<file path="src/rtl/aes_decrypt_iter_if.sv">
// -----------------------------------------------------------------------------
// aes_decrypt_iter_if
// Handshake and data bundle for the iterative AES-128 inverse cipher.
//   start         master->slave  request, honoured only while ready=1
//   expanded_key  master->slave  11 round keys, rk0 in the top 128 bits
//   cypher_text   master->slave  block to decrypt, byte0 = [127:120]
//   ready         slave->master  core idle, start will be accepted
//   done          slave->master  one-cycle pulse, plain_text valid
//   plain_text    slave->master  result, held until the next done
// -----------------------------------------------------------------------------
interface aes_decrypt_iter_if #(
    parameter int KEY_W = 1408
);
    logic             start;
    logic [KEY_W-1:0] expanded_key;
    logic [127:0]     cypher_text;
    logic             ready;
    logic             done;
    logic [127:0]     plain_text;

    modport master (
        output start, expanded_key, cypher_text,
        input  ready, done, plain_text
    );

    modport slave (
        input  start, expanded_key, cypher_text,
        output ready, done, plain_text
    );
endinterface

</file>
<file path="src/rtl/aes_decrypt_iter.sv">
// -----------------------------------------------------------------------------
// aes_decrypt_iter
// Iterative AES-128 inverse cipher, one inverse round per clock.
// Accept edge loads cypher_text ^ rk10, nine full inverse rounds follow
// (rk9..rk1), and the final round (no InvMixColumns, rk0) writes plain_text
// and pulses done. Latency from accept edge to done is 10 cycles.
// Ports:
//   clk    in  single clock, posedge
//   rst_n  in  synchronous active-low reset
//   bus    aes_decrypt_iter_if.slave (start/expanded_key/cypher_text in,
//          ready/done/plain_text out)
// Optional feature, macro AES_DEC_ROUND_OBS_EN:
//   round_state out [127:0] state register
//   round_idx   out [3:0]   10 after load, 9..1 per round, 0 after final,
//                           15 when idle
// -----------------------------------------------------------------------------
module aes_decrypt_iter #(
    parameter int NR    = 10,
    parameter int KEY_W = (NR + 1) * 128
) (
    input  logic                clk,
    input  logic                rst_n,
    aes_decrypt_iter_if.slave   bus
`ifdef AES_DEC_ROUND_OBS_EN
    ,
    output logic [127:0]        round_state,
    output logic [3:0]          round_idx
`endif
);

    typedef enum logic [1:0] {
        S_IDLE  = 2'd0,
        S_ROUND = 2'd1,
        S_FINAL = 2'd2
    } fsm_t;

    localparam logic [2047:0] INV_SBOX = {
        128'h52096ad53036a538bf40a39e81f3d7fb, 128'h7ce339829b2fff87348e4344c4dee9cb,
        128'h547b9432a6c2233dee4c950b42fac34e, 128'h082ea16628d924b2765ba2496d8bd125,
        128'h72f8f66486689816d4a45ccc5d65b692, 128'h6c704850fdedb9da5e154657a78d9d84,
        128'h90d8ab008cbcd30af7e45805b8b34506, 128'hd02c1e8fca3f0f02c1afbd0301138a6b,
        128'h3a9111414f67dcea97f2cfcef0b4e673, 128'h96ac7422e7ad3585e2f937e81c75df6e,
        128'h47f11a711d29c5896fb7620eaa18be1b, 128'hfc563e4bc6d279209adbc0fe78cd5af4,
        128'h1fdda8338807c731b11210592780ec5f, 128'h60517fa919b54a0d2de57a9f93c99cef,
        128'ha0e03b4dae2af5b0c8ebbb3c83539961, 128'h172b047eba77d626e169146355210c7d
    };

    function automatic logic [7:0] inv_sbox(input logic [7:0] b);
        logic [10:0] base;
        base = 11'd2047 - {b, 3'b000};
        return INV_SBOX[base -: 8];
    endfunction

    function automatic logic [7:0] xtime(input logic [7:0] b);
        return {b[6:0], 1'b0} ^ (b[7] ? 8'h1b : 8'h00);
    endfunction

    // Multiply by one of the InvMixColumns coefficients via an xtime chain.
    function automatic logic [7:0] gf_mul(input logic [7:0] a, input logic [3:0] c);
        logic [7:0] x2, x4, x8, r;
        x2 = xtime(a);
        x4 = xtime(x2);
        x8 = xtime(x4);
        case (c)
            4'h9:    r = x8 ^ a;
            4'hb:    r = x8 ^ x2 ^ a;
            4'hd:    r = x8 ^ x4 ^ a;
            4'he:    r = x8 ^ x4 ^ x2;
            default: r = 8'h00;
        endcase
        return r;
    endfunction

    function automatic logic [31:0] inv_mix_col(input logic [31:0] col);
        logic [7:0] a0, a1, a2, a3;
        a0 = col[31:24];
        a1 = col[23:16];
        a2 = col[15:8];
        a3 = col[7:0];
        return {gf_mul(a0, 4'he) ^ gf_mul(a1, 4'hb) ^ gf_mul(a2, 4'hd) ^ gf_mul(a3, 4'h9),
                gf_mul(a0, 4'h9) ^ gf_mul(a1, 4'he) ^ gf_mul(a2, 4'hb) ^ gf_mul(a3, 4'hd),
                gf_mul(a0, 4'hd) ^ gf_mul(a1, 4'h9) ^ gf_mul(a2, 4'he) ^ gf_mul(a3, 4'hb),
                gf_mul(a0, 4'hb) ^ gf_mul(a1, 4'hd) ^ gf_mul(a2, 4'h9) ^ gf_mul(a3, 4'he)};
    endfunction

    // Row r rotates right by r: output byte 4c+r takes input byte 4((c-r) mod 4)+r.
    function automatic logic [127:0] inv_shift_rows(input logic [127:0] s);
        return {s[127:120], s[23:16],   s[47:40],   s[71:64],
                s[95:88],   s[119:112], s[15:8],    s[39:32],
                s[63:56],   s[87:80],   s[111:104], s[7:0],
                s[31:24],   s[55:48],   s[79:72],   s[103:96]};
    endfunction

    fsm_t         fsm_r, fsm_nxt_s;
    logic [127:0] state_r, state_nxt_s;
    logic [3:0]   rnd_r, rnd_nxt_s;
    logic [127:0] pt_r, pt_nxt_s;
    logic         done_r, done_nxt_s;
    logic         ready_r, ready_nxt_s;

    logic [127:0] shift_s, sub_s, rk_s, addk_s, mix_s, load_s;
    logic [10:0]  rk_base_s;

    // rnd_r reaches 0 on entry to the final round, so the same selector yields rk0 there.
    assign rk_base_s = 11'(KEY_W - 1) - {rnd_r, 7'b0000000};
    assign rk_s      = bus.expanded_key[rk_base_s -: 128];
    assign load_s    = bus.cypher_text ^ bus.expanded_key[127:0];
    assign shift_s   = inv_shift_rows(state_r);
    assign addk_s    = sub_s ^ rk_s;

    for (genvar i = 0; i < 16; i++) begin : g_sub
        assign sub_s[127 - 8*i -: 8] = inv_sbox(shift_s[127 - 8*i -: 8]);
    end

    for (genvar c = 0; c < 4; c++) begin : g_mix
        assign mix_s[127 - 32*c -: 32] = inv_mix_col(addk_s[127 - 32*c -: 32]);
    end

    // Next-state and next-register values for the round sequencer.
    always_comb begin
        fsm_nxt_s   = fsm_r;
        state_nxt_s = state_r;
        rnd_nxt_s   = rnd_r;
        pt_nxt_s    = pt_r;
        done_nxt_s  = 1'b0;
        ready_nxt_s = ready_r;
        case (fsm_r)
            S_IDLE: begin
                if (bus.start) begin
                    state_nxt_s = load_s;
                    rnd_nxt_s   = 4'(NR - 1);
                    ready_nxt_s = 1'b0;
                    fsm_nxt_s   = S_ROUND;
                end else begin
                    ready_nxt_s = 1'b1;
                    fsm_nxt_s   = S_IDLE;
                end
            end
            S_ROUND: begin
                state_nxt_s = mix_s;
                rnd_nxt_s   = rnd_r - 4'd1;
                if (rnd_r == 4'd1) begin
                    fsm_nxt_s = S_FINAL;
                end else begin
                    fsm_nxt_s = S_ROUND;
                end
            end
            S_FINAL: begin
                pt_nxt_s    = addk_s;
                done_nxt_s  = 1'b1;
                ready_nxt_s = 1'b1;
                fsm_nxt_s   = S_IDLE;
            end
            default: begin
                fsm_nxt_s   = S_IDLE;
                ready_nxt_s = 1'b1;
            end
        endcase
    end

    // Sequencer and datapath registers with synchronous reset.
    always_ff @(posedge clk) begin
        if (!rst_n) begin
            fsm_r   <= S_IDLE;
            state_r <= 128'd0;
            rnd_r   <= 4'd0;
            pt_r    <= 128'd0;
            done_r  <= 1'b0;
            ready_r <= 1'b1;
        end else begin
            fsm_r   <= fsm_nxt_s;
            state_r <= state_nxt_s;
            rnd_r   <= rnd_nxt_s;
            pt_r    <= pt_nxt_s;
            done_r  <= done_nxt_s;
            ready_r <= ready_nxt_s;
        end
    end

    assign bus.ready      = ready_r;
    assign bus.done       = done_r;
    assign bus.plain_text = pt_r;

`ifdef AES_DEC_ROUND_OBS_EN
    logic [3:0] idx_r, idx_nxt_s;

    // Index of the round key most recently folded into the state.
    always_comb begin
        idx_nxt_s = idx_r;
        case (fsm_r)
            S_IDLE: begin
                if (bus.start) begin
                    idx_nxt_s = 4'd10;
                end else begin
                    idx_nxt_s = 4'd15;
                end
            end
            S_ROUND: idx_nxt_s = rnd_r;
            S_FINAL: idx_nxt_s = 4'd0;
            default: idx_nxt_s = 4'd15;
        endcase
    end

    // Observation index register.
    always_ff @(posedge clk) begin
        if (!rst_n) begin
            idx_r <= 4'd15;
        end else begin
            idx_r <= idx_nxt_s;
        end
    end

    assign round_state = state_r;
    assign round_idx   = idx_r;
`endif

endmodule

</file>
<file path="src/flat_wrapper.sv">
// flat-port wrapper written by rule: the top's interface ports become plain ports
module aes_decrypt_iter_flat 
#(
    parameter int NR    = 10,
    parameter int KEY_W = (NR + 1) * 128
)
  (clk, rst_n, bus_start, bus_expanded_key, bus_cypher_text, bus_ready, bus_done, bus_plain_text);
  aes_decrypt_iter_if #(.KEY_W(KEY_W)) bus_i ();
  input  logic clk;
  input  logic rst_n;
  input wire logic [$bits(bus_i.start)-1:0] bus_start;
  input wire logic [$bits(bus_i.expanded_key)-1:0] bus_expanded_key;
  input wire logic [$bits(bus_i.cypher_text)-1:0] bus_cypher_text;
  output wire logic [$bits(bus_i.ready)-1:0] bus_ready;
  output wire logic [$bits(bus_i.done)-1:0] bus_done;
  output wire logic [$bits(bus_i.plain_text)-1:0] bus_plain_text;
  assign bus_i.start = bus_start;
  assign bus_i.expanded_key = bus_expanded_key;
  assign bus_i.cypher_text = bus_cypher_text;
  assign bus_ready = bus_i.ready;
  assign bus_done = bus_i.done;
  assign bus_plain_text = bus_i.plain_text;
  aes_decrypt_iter #(.NR(NR), .KEY_W(KEY_W)) u_core (.clk(clk), .rst_n(rst_n), .bus(bus_i));
endmodule
</file>
<file path="config.mk">
export PLATFORM = sky130hd
export DESIGN_NAME = aes_decrypt_iter_flat
export DESIGN_NICKNAME = d
export VERILOG_FILES = /design/src/rtl/aes_decrypt_iter_if.sv /design/src/rtl/aes_decrypt_iter.sv /design/src/flat_wrapper.sv
export SDC_FILE = /design/constraint.sdc
export NUM_CORES = 2
export LEC_CHECK = 0
export BUFFER_PORTS_ARGS = -buffer_cell sky130_fd_sc_hd__buf_2
export CAP_MARGIN = 20
export CELL_PAD_IN_SITES_DETAIL_PLACEMENT = 1
export CELL_PAD_IN_SITES_GLOBAL_PLACEMENT = 2
export CORE_AREA = 2 2 642 644
export DETAILED_ROUTE_END_ITERATION = 10
export DIE_AREA = 0 0 644 646
export PLACE_DENSITY_LB_ADDON = 0.1
export SETUP_SLACK_MARGIN = 0.4
export SYNTH_ARGS = -nofsm -noshare
export SYNTH_HDL_FRONTEND = slang
export SYNTH_SLANG_ARGS = --single-unit
</file>
<file path="constraint.sdc">
create_clock -name clk -period 6 [get_ports clk]
set_input_delay 0.6 -clock clk [delete_from_list [all_inputs] [get_ports clk]]
set_output_delay 0.6 -clock clk [all_outputs]
set_load 0.005 [all_outputs]
</file>
* After elaboration in Yosys (flattened, before gate mapping)
Index checks and enable logic that the tools add are counted.
** Word-level totals
- Register bits :: 264
- Bits in latches :: 0
- Memory bits (writable) :: 0
- Memory bits (read-only) :: 0
- Bits of input ports :: 1539
- Logic and storage cells :: 300
- Memories :: 0
** Cells by class
- Add/subtract/negate cells :: 18
- Multipliers :: 0
- Div/mod/pow operators :: 0
- Magnitude comparators :: 0
- Eq/ne operators :: 4
- Shift-type cells :: 17
- Multiplexer cells :: 58
- Bitwise gates (word level) :: 194
- Reductions and logical operators :: 3
** Operators with widths (number)
- indexed part select 2055 x 12 -> 8 bit, first input constant :: 16
- indexed part select 1535 x 12 -> 128 bit :: 1
- XOR 8 bit :: 189
- case mux 128 bit (2 select lines) :: 1
- XOR 128 bit :: 2
- two-way mux 5 bit :: 48
- subtractor 11 bit, first input constant :: 17
- two-way mux 128 bit :: 1
- XOR 8 x 5 -> 8 bit :: 3
- case mux 4 bit (2 select lines) :: 1
- == test 4 x 1 -> 1 bit, second input constant :: 1
- two-way mux 4 bit :: 1
- case mux 2 bit (2 select lines) :: 1
- subtractor 4 x 1 -> 4 bit, second input constant :: 1
- two-way mux 1 bit :: 3
- == test 2 x 1 -> 1 bit, second input constant :: 1
- == test 2 bit, second input constant :: 1
- logical NOT 2 bit :: 1
- two-way mux 2 bit :: 1
- inequality test 2 bit, second input constant :: 1
- case mux 1 bit (2 select lines) :: 1
- AND reduction 2 bit :: 1
- nonzero test 2 bit :: 1

* Depth between registers and ports, before layout
- Word-level depth :: 15
- Gate-level depth with buffers :: 24
- Mapped depth without buffers :: 16

* Worst setup path before layout
OpenSTA, ideal clock, no wires.
- Kind :: register to register
- From :: reg u_core.state_r[34]
- To :: reg u_core.state_r[68]
- Arrival :: 5.027 ns
- Required time :: 5.930 ns
- Path slack :: 0.903 ns
- Cell stages (with the launch flop) :: 19
- Buffers on the path :: 5
- Period minus slack after synthesis :: 5.097 ns
- Path through :: dfxtp_1 > buf_4 > buf_6 > inv_1 > buf_2 > buf_1 > ha_1 > clkbuf_1 > inv_1 > mux4_2 > o2111ai_1 > o211ai_1 > xor2_1 > xor2_1 > xnor2_1 > xor3_1 > xnor2_2 > xnor3_1 > a21oi_1
** On the way
- Word-level cells in the longest chain between the ends :: 11
- Elaborated cells between the ends (all ways) :: 13
- Those cells by class :: add/sub (1); shift (1); mux (4); bitwise (7)
** RTL lines
- from (decl) :: line aes_decrypt_iter.sv:95 : logic [127:0] state_r, state_nxt_s;
- from (signal assigned) :: line aes_decrypt_iter.sv:172 : state_r <= state_nxt_s;
- subtractor 11 bit * :: line aes_decrypt_iter.sv:50 : base = 11'd2047 - {b, 3'b000};
- indexed part select 2055 x 12 -> 8 bit * :: line aes_decrypt_iter.sv:51 : return INV_SBOX[base -: 8];
- XOR 128 bit * :: line aes_decrypt_iter.sv:109 : assign addk_s = sub_s ^ rk_s;
- XOR 8 bit * :: line aes_decrypt_iter.sv:55 : return {b[6:0], 1'b0} ^ (b[7] ? 8'h1b : 8'h00);
- two-way mux 5 bit or XOR 8 bit (tied branches) :: line aes_decrypt_iter.sv:55
- XOR 8 bit or two-way mux 5 bit (tied branches) :: line aes_decrypt_iter.sv:55
- XOR 8 bit :: line aes_decrypt_iter.sv:55
- XOR 8 bit :: line aes_decrypt_iter.sv:68 : 4'he: r = x8 ^ x4 ^ x2;
- XOR 8 bit * :: line aes_decrypt_iter.sv:68
- XOR 8 bit * :: line aes_decrypt_iter.sv:83 : gf_mul(a0, 4'hb) ^ gf_mul(a1, 4'hd) ^ gf_mul(a2, 4'h9) ^ gf_mul(a3, 4'he)};
- case mux 128 bit (2 select lines) * :: line aes_decrypt_iter.sv:127 : case (fsm_r)
Every way passes the cells marked *; elsewhere a longest branch is shown, timed or not.
A chain may end at the register's enable or synchronous reset.

* Final worst setup path
- From :: reg u_core.state_r[90]
- To :: reg u_core.state_r[75]
** On the way
- Word-level cells in the longest chain between the ends :: 13
- Elaborated cells between the ends (all ways) :: 15
- Those cells by class :: add/sub (1); shift (1); mux (4); bitwise (9)
** RTL lines
- subtractor 11 bit * :: line aes_decrypt_iter.sv:50
- indexed part select 2055 x 12 -> 8 bit * :: line aes_decrypt_iter.sv:51
- XOR 128 bit * :: line aes_decrypt_iter.sv:109
- two-way mux 5 bit or XOR 8 bit (tied branches) :: line aes_decrypt_iter.sv:55
- XOR 8 bit :: line aes_decrypt_iter.sv:55
- XOR 8 bit or two-way mux 5 bit (tied branches) :: line aes_decrypt_iter.sv:55
- XOR 8 bit :: line aes_decrypt_iter.sv:55
- XOR 8 bit :: line aes_decrypt_iter.sv:67 : 4'hd: r = x8 ^ x4 ^ a;
- XOR 8 bit * :: line aes_decrypt_iter.sv:67
- XOR 8 bit * (3 in series) :: line aes_decrypt_iter.sv:82 : gf_mul(a0, 4'hd) ^ gf_mul(a1, 4'h9) ^ gf_mul(a2, 4'he) ^ gf_mul(a3, 4'hb),
- case mux 128 bit (2 select lines) * :: line aes_decrypt_iter.sv:127
Marks and branches as above.

==> results by group <==
Outcome
  – Status: finished, violations left
  – Failing checks: max-slew violations

GRT
  – Initial antenna violation count: approximately 320
  – Number of global-route vias before repair: roughly 120k
  – Largest net degree at the start of global routing: 134
  – GRT Residual Overflow: 0
  – Global-route wire length before repair: ~1200 mm
  – All-layer global routing usage: 0.414

Routing
  – Vias per inst: between 6 and 7
  – Initial DRC count: between 15000 and 20000
  – Routed wire length: roughly 900 mm
  – Residual DRC count: 0
  – DR WL/cell: about 47 um
  – Detail Route Antenna Nets: 0
  – DR pass1 iterations: 8
  – Vias: ~120k

STA
  – Max Clock Skew: 56.8 ps
  – Final setup viols: 0
  – Min Tclk post-route: between 5000 and 6000 ps
  – Pins Over Slew Limit: 1
  – TNS Setup: 0 ps
  – Worst slew pin tran: 1580 ps
  – Period Utilization, post-route: 0.930
  – RSZ-0062 raised after global routing: false
  – Worst rel slew slack: -0.0526
  – Fmax: 179 MHz
  – Hold violation count in the final report: 0

Floorplan
  – # rows: between 200 and 250
  – Initial Util: 0.218
  – Core Footprint: about 410000 um^2
  – Die area: 416000 um^2
  – Horiz. Die Dim: ~640 um
  – Ports: 1669
  – DIE HEIGHT: 646 um

CTS
  – Clock buffer count from CTS: 48
  – Setup repair bufs after CTS: 0
  – Hold buffer count at cts: 0
  – Clock-pin slew on the worst setup and hold paths: about 60 ps
  – CTS HTree Levels: 2
  – Clk root buf: clkbuf_16
  – Clk_lat worst skew: 770 ps
  – Max clock buf depth: 3
  – CTS tree: done
  – Clock sinks: 264

Logic synthesis
  – Synth area leaders: mux4_2, dfxtp_1, xnor2_1
  – Syn_nets: between 10000 and 15000
  – Ys Warns: 0
  – Async SR Flop Fraction: 0
  – Syn Area/Cell: roughly 7.4 um^2
  – Top_reg_cell synth: dfxtp_1
  – EDFF count, synth: 0
  – Top cell type's share of synthesized area: 0.0864
  – Area leader, netlist: mux4_2
  – Commonest cells in the synthesized netlist: nand2_1, o21ai_0, a21oi_1, nor2_1, clkbuf_1
  – Mapped cell area: between 80000 and 90000 um^2
  – Syn Inst Count: approximately 12000
  – FF+latch count, synth: between 200 and 300
  – Number of distinct library cells after synthesis: roughly 130
  – Seq/Total Area, Yosys: 0.0594
  – Count leader, synth: nand2_1

Worst hold path
  – Worst min path class: in -> reg

Place
  – Post-DP HPWL: around 740 mm
  – DP Area: 107000 um^2
  – Port bufs: 1668
  – Placer Congestion: ~1.1

Setup path
  – Crit path required time: around 6700 ps
  – Largest fanout on the critical path: 38
  – Worst Setup End Kind: register
  – WP data arrival: 6260 ps
  – Startpoint Class: register
  – WS Path Type: reg -> reg

Job
  – Max-Cap Viols: 0

Finish
  – # nets final: 15462
  – Final Cell Area: between 100000 and 150000 um^2
  – # fillers: around 50000
  – Layout cells sized above 1: 0.276
  – Area Growth Syn to Fin: 23.7%
final timing paths:
path / slack (ps) / endpoint / from / cells past startpoint
hold / removal: 270 / u_core.state_r[0]$_SDFFE_PN0P_ / bus_cypher_text[0] / 4
setup reg to reg: 420 / u_core.state_r[75]$_SDFFE_PN0P_ / u_core.state_r[90]$_SDFFE_PN0P_ / 15
hold reg to reg: 470 / u_core.bus.plain_text[102]$_SDFFE_PN0P_ / u_core.bus.plain_text[102]$_SDFFE_PN0P_ / 2
setup / recovery: 420 / u_core.state_r[75]$_SDFFE_PN0P_ / u_core.state_r[90]$_SDFFE_PN0P_ / 15
layout make-up:
class	count	area (um^2)	area share
clock buffer	63	1400	0.0127
tap	5451	6820	0.0620
timing repair buffer	2894	18400	0.167
multi-input combinational	10180	76000	0.691
sequential	264	5440	0.0494
clock inverter	27	313	0.00284
inverter	188	706	0.00641
antenna	364	911	0.00828
placed cells by master, fill, tap and decap left out, types with 355 or more instances in the layout:
master    netlist  routed
buf_2         467    1667
nand2b_1      362     360
a21oi_1       805     805
xnor2_1       556     547
buf_4         168    1155
diode_2         0     364
nand2_1       911     909
o211ai_1      355     355
nand3_1       370     370
xor2_1        362     357
nor2_1        681     681
o21ai_0       875     859
stage by stage:
step                      setup WS, ps   util  instances  hold WS (ps)
final                              420  0.269      19431           274
after global routing               366  0.268      19303           267
after CTS                          362  0.267      19065           217
after detailed placement          -107  0.263      18975           469
after global placement            -203  0.262      18964           458
after floorplan                    903      -      12030           460
registers in the layout, summed over array words and instances (netlist names):
| signal | count |
|---|---|
| u_core.state_r | 128 |
| u_core.fsm_r | 2 |
| u_core.bus.ready | 1 |
| u_core.rnd_r | 4 |
| u_core.bus.plain_text | 128 |
| u_core.bus.done | 1 |
routing by layer:
layer  share of wire  track usage
met1            0.40        0.518
met5         0.00067            0
met3           0.089        0.102
met4           0.087        0.301
met2            0.42        0.615
cell families after synthesis:
| kind of cell | Yosys count | share of synthesized area |
|---|---|---|
| AO/OA/AOI/OAI | 4348 | 0.341 |
| buffers and inverters | 1586 | 0.0884 |
| adder cells (fa/ha/maj) | 347 | 0.0488 |
| flip-flops | 264 | 0.0594 |
| AND/OR/NAND/NOR | 3786 | 0.216 |
| XOR/XNOR | 1080 | 0.127 |
| multiplexers | 619 | 0.119 |
critical path: stages, from the launching register on:
cell and delay [ps]:
dfxtp_4 510, clkinv_1 90, buf_4 430, ha_1 470, nor3b_1 120, o311ai_0 860
o32ai_1 200, a31o_2 280, o311ai_1 260, xor2_2 280, xnor2_1 240, buf_4 170
xor2_1 440, xnor3_1 590, xnor3_1 380, a21oi_1 140
timing repair:
action	CTS	global route
cloned	0	0
resized for setup	5	14
endpoints found under the setup margin	19	20
endpoints found under the hold margin	0	0
pin swaps	0	1
Power is left out: the tool's default activity adds up to more than one toggle a clock period on the data nets, which glitch-free logic cannot reach.
